===== src/rtl/muldiv_unit.sv =====
// muldiv_unit: iterative RV32M/RV64M multiply/divide co-unit.
// Shift-add multiply and restoring divide, one result bit per cycle.
module muldiv_unit #(
  parameter int XLEN = 32
) (
  input  logic            clk,
  input  logic            rst,
  input  logic            start,
  input  logic [2:0]      funct3,
  input  logic [XLEN-1:0] operand_a,
  input  logic [XLEN-1:0] operand_b,
  output logic            busy,
  output logic            done,
  output logic [XLEN-1:0] result
);
  localparam int CNT_W = $clog2(XLEN) + 1;
  localparam int PW = 2 * XLEN;
  localparam logic [CNT_W-1:0] LAST = CNT_W'(XLEN - 1);
  localparam logic [CNT_W-1:0] ONE = CNT_W'(1);

  typedef enum logic [1:0] {
    IDLE,
    RUN,
    FIX,
    DONE
  } state_t;

  state_t state, state_nx;

  logic [2:0]      op_q;
  logic [CNT_W-1:0] cnt;
  logic [PW-1:0]   acc;
  logic [PW-1:0]   acc_nx;
  logic [XLEN-1:0] mcand;
  logic            neg_q;
  logic            neg_r;

  logic            in_div;
  logic            sgn_a;
  logic            sgn_b;
  logic            a_neg;
  logic            b_neg;
  logic            b_zero;
  logic            ovf;
  logic            special;
  logic [XLEN-1:0] mag_a;
  logic [XLEN-1:0] mag_b;
  logic [XLEN-1:0] min_val;
  logic [XLEN-1:0] spec_val;

  // request decode: sign flags, magnitudes, divide special cases
  always_comb begin
    in_div = funct3[2];
    sgn_a = in_div ? ~funct3[0]
                   : (funct3 == 3'b001) || (funct3 == 3'b010);
    sgn_b = in_div ? ~funct3[0] : (funct3 == 3'b001);
    a_neg = sgn_a & operand_a[XLEN-1];
    b_neg = sgn_b & operand_b[XLEN-1];
    mag_a = a_neg ? -operand_a : operand_a;
    mag_b = b_neg ? -operand_b : operand_b;
    min_val = {1'b1, {(XLEN-1){1'b0}}};
    b_zero = (operand_b == '0);
    ovf = sgn_a & (operand_a == min_val) & (operand_b == '1);
    special = in_div & (b_zero | ovf);
    spec_val = '0;
    if (b_zero) begin
      spec_val = funct3[1] ? operand_a : '1;
    end else begin
      spec_val = funct3[1] ? '0 : min_val;
    end
  end

  always_comb begin
    state_nx = state;
    unique case (state)
      IDLE: if (start) state_nx = special ? FIX : RUN;
      RUN:  if (cnt == LAST) state_nx = FIX;
      FIX:  state_nx = DONE;
      DONE: state_nx = IDLE;
      default: state_nx = IDLE;
    endcase
  end

  logic [XLEN-1:0] acc_hi;
  logic [XLEN-1:0] acc_lo;
  logic [XLEN-1:0] addend;
  logic [XLEN:0]   mul_sum;
  logic [XLEN:0]   div_sh;
  logic [XLEN:0]   div_diff;

  assign acc_hi = acc[PW-1:XLEN];
  assign acc_lo = acc[XLEN-1:0];

  // acc holds {product hi, multiplier} or {remainder, dividend/quotient}
  always_comb begin
    addend = acc[0] ? mcand : '0;
    mul_sum = {1'b0, acc_hi} + {1'b0, addend};
    div_sh = {acc_hi, acc_lo[XLEN-1]};
    div_diff = div_sh - {1'b0, mcand};
    if (op_q[2]) begin
      if (div_diff[XLEN]) begin
        acc_nx = {div_sh[XLEN-1:0], acc_lo[XLEN-2:0], 1'b0};
      end else begin
        acc_nx = {div_diff[XLEN-1:0], acc_lo[XLEN-2:0], 1'b1};
      end
    end else begin
      acc_nx = {mul_sum, acc_lo[XLEN-1:1]};
    end
  end

  logic [PW-1:0]   prod_fix;
  logic [XLEN-1:0] q_fix;
  logic [XLEN-1:0] r_fix;
  logic [XLEN-1:0] fix_val;

  always_comb begin
    prod_fix = neg_q ? -acc : acc;
    q_fix = neg_q ? -acc_lo : acc_lo;
    r_fix = neg_r ? -acc_hi : acc_hi;
    fix_val = '0;
    unique case (op_q)
      3'b000:                 fix_val = prod_fix[XLEN-1:0];
      3'b001, 3'b010, 3'b011: fix_val = prod_fix[PW-1:XLEN];
      3'b100, 3'b101:         fix_val = q_fix;
      3'b110, 3'b111:         fix_val = r_fix;
      default:                fix_val = '0;
    endcase
  end

  always_ff @(posedge clk) begin
    if (rst) state <= IDLE;
    else     state <= state_nx;
  end

  always_ff @(posedge clk) begin
    if (rst) begin
      op_q   <= '0;
      cnt    <= '0;
      acc    <= '0;
      mcand  <= '0;
      neg_q  <= 1'b0;
      neg_r  <= 1'b0;
      result <= '0;
    end else begin
      unique case (state)
        IDLE: begin
          if (start) begin
            op_q <= funct3;
            cnt  <= '0;
            // special cases park the answer in both halves, unsigned
            if (special) begin
              acc   <= {spec_val, spec_val};
              mcand <= '0;
              neg_q <= 1'b0;
              neg_r <= 1'b0;
            end else if (in_div) begin
              acc   <= {{XLEN{1'b0}}, mag_a};
              mcand <= mag_b;
              neg_q <= a_neg ^ b_neg;
              neg_r <= a_neg;
            end else begin
              acc   <= {{XLEN{1'b0}}, mag_b};
              mcand <= mag_a;
              neg_q <= a_neg ^ b_neg;
              neg_r <= 1'b0;
            end
          end
        end
        RUN: begin
          acc <= acc_nx;
          cnt <= cnt + ONE;
        end
        FIX: result <= fix_val;
        default: ;
      endcase
    end
  end

  assign busy = (state == RUN) || (state == FIX);
  assign done = (state == DONE);

endmodule


===== config.mk =====
export PLATFORM = sky130hd
export DESIGN_NAME = muldiv_unit
export DESIGN_NICKNAME = d
export VERILOG_FILES = /design/src/rtl/muldiv_unit.sv
export SDC_FILE = /design/constraint.sdc
export NUM_CORES = 1
export LEC_CHECK = 0
export CAP_MARGIN = 20
export CELL_PAD_IN_SITES_DETAIL_PLACEMENT = 1
export CELL_PAD_IN_SITES_GLOBAL_PLACEMENT = 2
export CORE_MARGIN = 1.5
export CORE_UTILIZATION = 35
export DETAILED_ROUTE_END_ITERATION = 10
export PLACE_DENSITY_LB_ADDON = 0.1
export SYNTH_ARGS = -nofsm -noshare
export SYNTH_HDL_FRONTEND = slang
export SYNTH_SLANG_ARGS = --single-unit

===== constraint.sdc =====
create_clock -name clk -period 4.78 [get_ports clk]
set_clock_uncertainty 0.15 [all_clocks]
set_input_delay 1.195 -clock clk [delete_from_list [all_inputs] [get_ports clk]]
set_output_delay 1.195 -clock clk [all_outputs]
set_load 0.02 [all_outputs]

==> key figures <==
Run status
  – Status: finished clean

Die
  – Die Y-Extent: 211 um
  – Core Rows: 76
  – Core Region: between 0.04 and 0.05 mm^2
  – Area of the die: 0.0446 mm^2
  – Initial Utilization: between 30% and 40%
  – Die Span X: 211 um
  – Io pins: 104

Route
  – Routed Wire Length: around 75000 um
  – Avg WL per Cell: 26.5 um
  – Via density: 6.14
  – Pre-antenna DRT Iters: 5
  – DR vias: 17400
  – Drc violations: 0
  – Initial DRC Count: 1180
  – Post-route ant nets: 0

Setup path
  – R2R Setup Slk: 450 ps
  – Reg2reg start: acc[31]$_SDFFE_PP0P_
  – Critical Path Source: acc[31]$_SDFFE_PP0P_
  – Startpoint types: register
  – WP data arrival: between 4000 and 5000 ps
  – Crit path to: acc[35]$_SDFFE_PP0P_
  – Crit Path Class: register to register
  – RR Endpoint: acc[35]$_SDFFE_PP0P_
  – Cells on worst reg2reg path: 13
  – CP endpoint kind: register
  – CP required: 4970 ps
  – Crit path max fanout: 20

Logic synthesis
  – Ys Warns: 0
  – Cells after synthesis: 2165
  – Avg Cell Area, Syn: about 7 um^2
  – Top cells by area, synth: dfxtp_1 19%, a21oi_1 6.9%, nor2_1 6.7%
  – Post-synth top cells: 271 x nor2_1, 209 x a21oi_1, 171 x nand2_1
  – Number of flops mapped to enable cells by yosys: 0
  – Count of different cell masters after synthesis: 94
  – Async SR Flop Fraction: 0%
  – Largest area contributor in the netlist: dfxtp_1
  – Post-synth net total: 2311
  – Synth Cell Area: 0.0152 mm^2
  – #FFs+latches synth: 141
  – Register area share after synthesis: 18.6%
  – Ys flop type: dfxtp_1
  – Synth top area share: 18.6%
  – Most common cell in the netlist: nor2_1

Clocking
  – Total CTS buffers: 17
  – CTS tree: done
  – Hold_buf cts: 0
  – Root Buffer Master: clkbuf_16
  – CTS H-Tree Depth: 4
  – Gates resized, CTS repair: 0
  – Worst skew pair latency: 490 ps
  – CTS clk-pin slew, worst paths: 70 ps
  – TritonCTS sink count: about 140
  – CTS Buffer Depth: 2
  – Setup bufs post-CTS: 0

Finish
  – Final instance area: 0.0177 mm^2
  – NumNets Final: approximately 2400
  – P&R area growth vs syn: 16.7%
  – Fin util: around two fifths
  – Flip-flop and latch area: 0.00283 mm^2
  – Footprint of the multi-input gates: 0.0115 mm^2
  – Share of cells above drive strength 1: 8.42%
  – Filler cells: 5396

STA
  – Setup ws final: 450 ps
  – Max Fclk: about 230 MHz
  – Period utilisation layout: roughly 90%
  – Worst hold slack: 305 ps
  – Final setup TNS: 0 ps
  – Final Max Slew Viols: 0
  – Final hold vios: 0
  – Tightest Pin Transition: 1100 ps
  – Setup violations, final: 0
  – Rel. slew slack: 24.7%
  – Post-layout min period: 4330 ps
  – RSZ-0062 raised after global routing: no

GRT
  – Wire length of the first global-routing pass: 111000 um
  – Largest net degree at the start of global routing: 78
  – Gr ovfl total: 0
  – Initial antenna violation count: 2
  – Total track usage: 33.6%
  – Number of global-route vias before repair: 17300

Power
  – Internal power: 5.22 mW
  – Combinational share of power: about 70%
  – Clock network fraction of total power: 11.9%
  – Leakage power: 6.69 nW
  – Power density over the cells: 668 mW/mm^2
  – Sequential Power Share: 18.1%
  – Max VDD drop: 0.386 mV
  – Sw power: between 6 and 7 mW
  – Switch share: 55.9%

Placement
  – Placed cell area: around 0.017 mm^2
  – Buffers on Ports: 103
  – Pre-CTS WS: 232 ps
  – Detail Placement HPWL: 59000 um
  – Placer Congestion: 0.965

Flow run
  – Max cap viols: 0

Hold path
  – Worst Hold Class: register to register
## metal layers
layer | global-route usage (%) | wire, um
met1 | 44.5 | 33700
met2 | 54.1 | 34400
met3 | 3.75 | 3350
met4 | 16.8 | 3460
met5 | 0 | 0
## layout by cell type (no fill, tap or decap), types with 8 or more instances in the layout
master and n:
nor2_1 271, a21oi_1 209, nand2_1 171, o21ai_0 157, dfxtp_1 139, clkdlybuf4s50_1 101
buf_4 99, xnor2_1 89, xor2_1 86, inv_1 73, ha_1 72, nor3_1 71
a211oi_1 63, nand3_1 48, mux2i_1 41, a31oi_1 39, nand2b_1 38, or3_1 29
o31ai_1 26, o221ai_1 23, a21o_1 23, or4_1 22, nor4_1 21, o211ai_1 19
nand4_1 19, clkbuf_16 17, o22ai_1 15, o21a_1 14, and2_1 12, and3_1 12
a311oi_1 12, a22oi_1 12, o21bai_1 11, nor2b_1 10, a2111oi_0 10, or2_2 9
o41ai_1 9, mux2_2 8, a221oi_1 8
## worst max-delay path, stage by stage, from the launching register on
cell,delay [ps]
dfxtp_1,420
inv_1,180
ha_1,290
fa_1,410
nand2b_1,190
a211oi_1,390
o2111ai_1,330
a21oi_1,490
a211oi_2,260
xnor2_2,260
buf_12,210
mux2_2,340
a21oi_1,180
nor4_1,60
## metrics by stage
step,cells,power [mW]
after global placement,2797,10.2
after detailed placement,2797,10.3
final,2831,11.8
after CTS,2829,11.8
after global routing,2829,12.6
after floorplan,2165,7.18
## final cells by class
cell class | instances | area share, %
clock buffers | 18 | 2.48
clock inverters | 14 | 0.834
well taps | 585 | 4.13
inverters | 74 | 1.57
repair buffers | 202 | 10.1
multi-input cells | 1795 | 64.9
flip-flops and latches | 141 | 16.0
diodes | 2 | 0.0283
## worst min path at each step
stage | from | endpoint | cells after the start
after floorplan | mcand[12]$_SDFFE_PP0P_ | mcand[12]$_SDFFE_PP0P_ | 2
after global placement | mcand[24]$_SDFFE_PP0P_ | mcand[24]$_SDFFE_PP0P_ | 2
after detailed placement | mcand[24]$_SDFFE_PP0P_ | mcand[24]$_SDFFE_PP0P_ | 2
after CTS | mcand[24]$_SDFFE_PP0P_ | mcand[24]$_SDFFE_PP0P_ | 2
after global routing | mcand[24]$_SDFFE_PP0P_ | mcand[24]$_SDFFE_PP0P_ | 2
final | mcand[24]$_SDFFE_PP0P_ | mcand[24]$_SDFFE_PP0P_ | 2
## registers in the layout, indices dropped and copies added (netlist names)
name	count
op_q	3
neg_r	1
state	2
result	32
cnt	6
neg_q	1
acc	64
mcand	32
## power groups by stage
stage / Sequential (mW) / Combinational (mW) / Clock, mW
finish: 2.15 / 8.29 / 1.40
global route: 2.19 / 8.96 / 1.46
CTS: 2.13 / 8.22 / 1.43
detailed placement: 2.16 / 8.18 / 0
global placement: 2.14 / 8.07 / 0
floorplan: 2.01 / 5.17 / 0
## cell families (layout without fill, tap and decap cells)
group           Yosys count  count (layout)  synth area share [%]
compound gates          716             716                  30.2
xor+xnor                177             177                  10.2
flops                   141             141                  18.6
simple gates            777             777                  25.3
mux                      49              49                  3.30
other cells               0               2                     0
fa+ha+maj                76              76                  6.36
buf+inv                 229             308                  6.03
No activity file was read; power rests on OpenSTA's default activity.
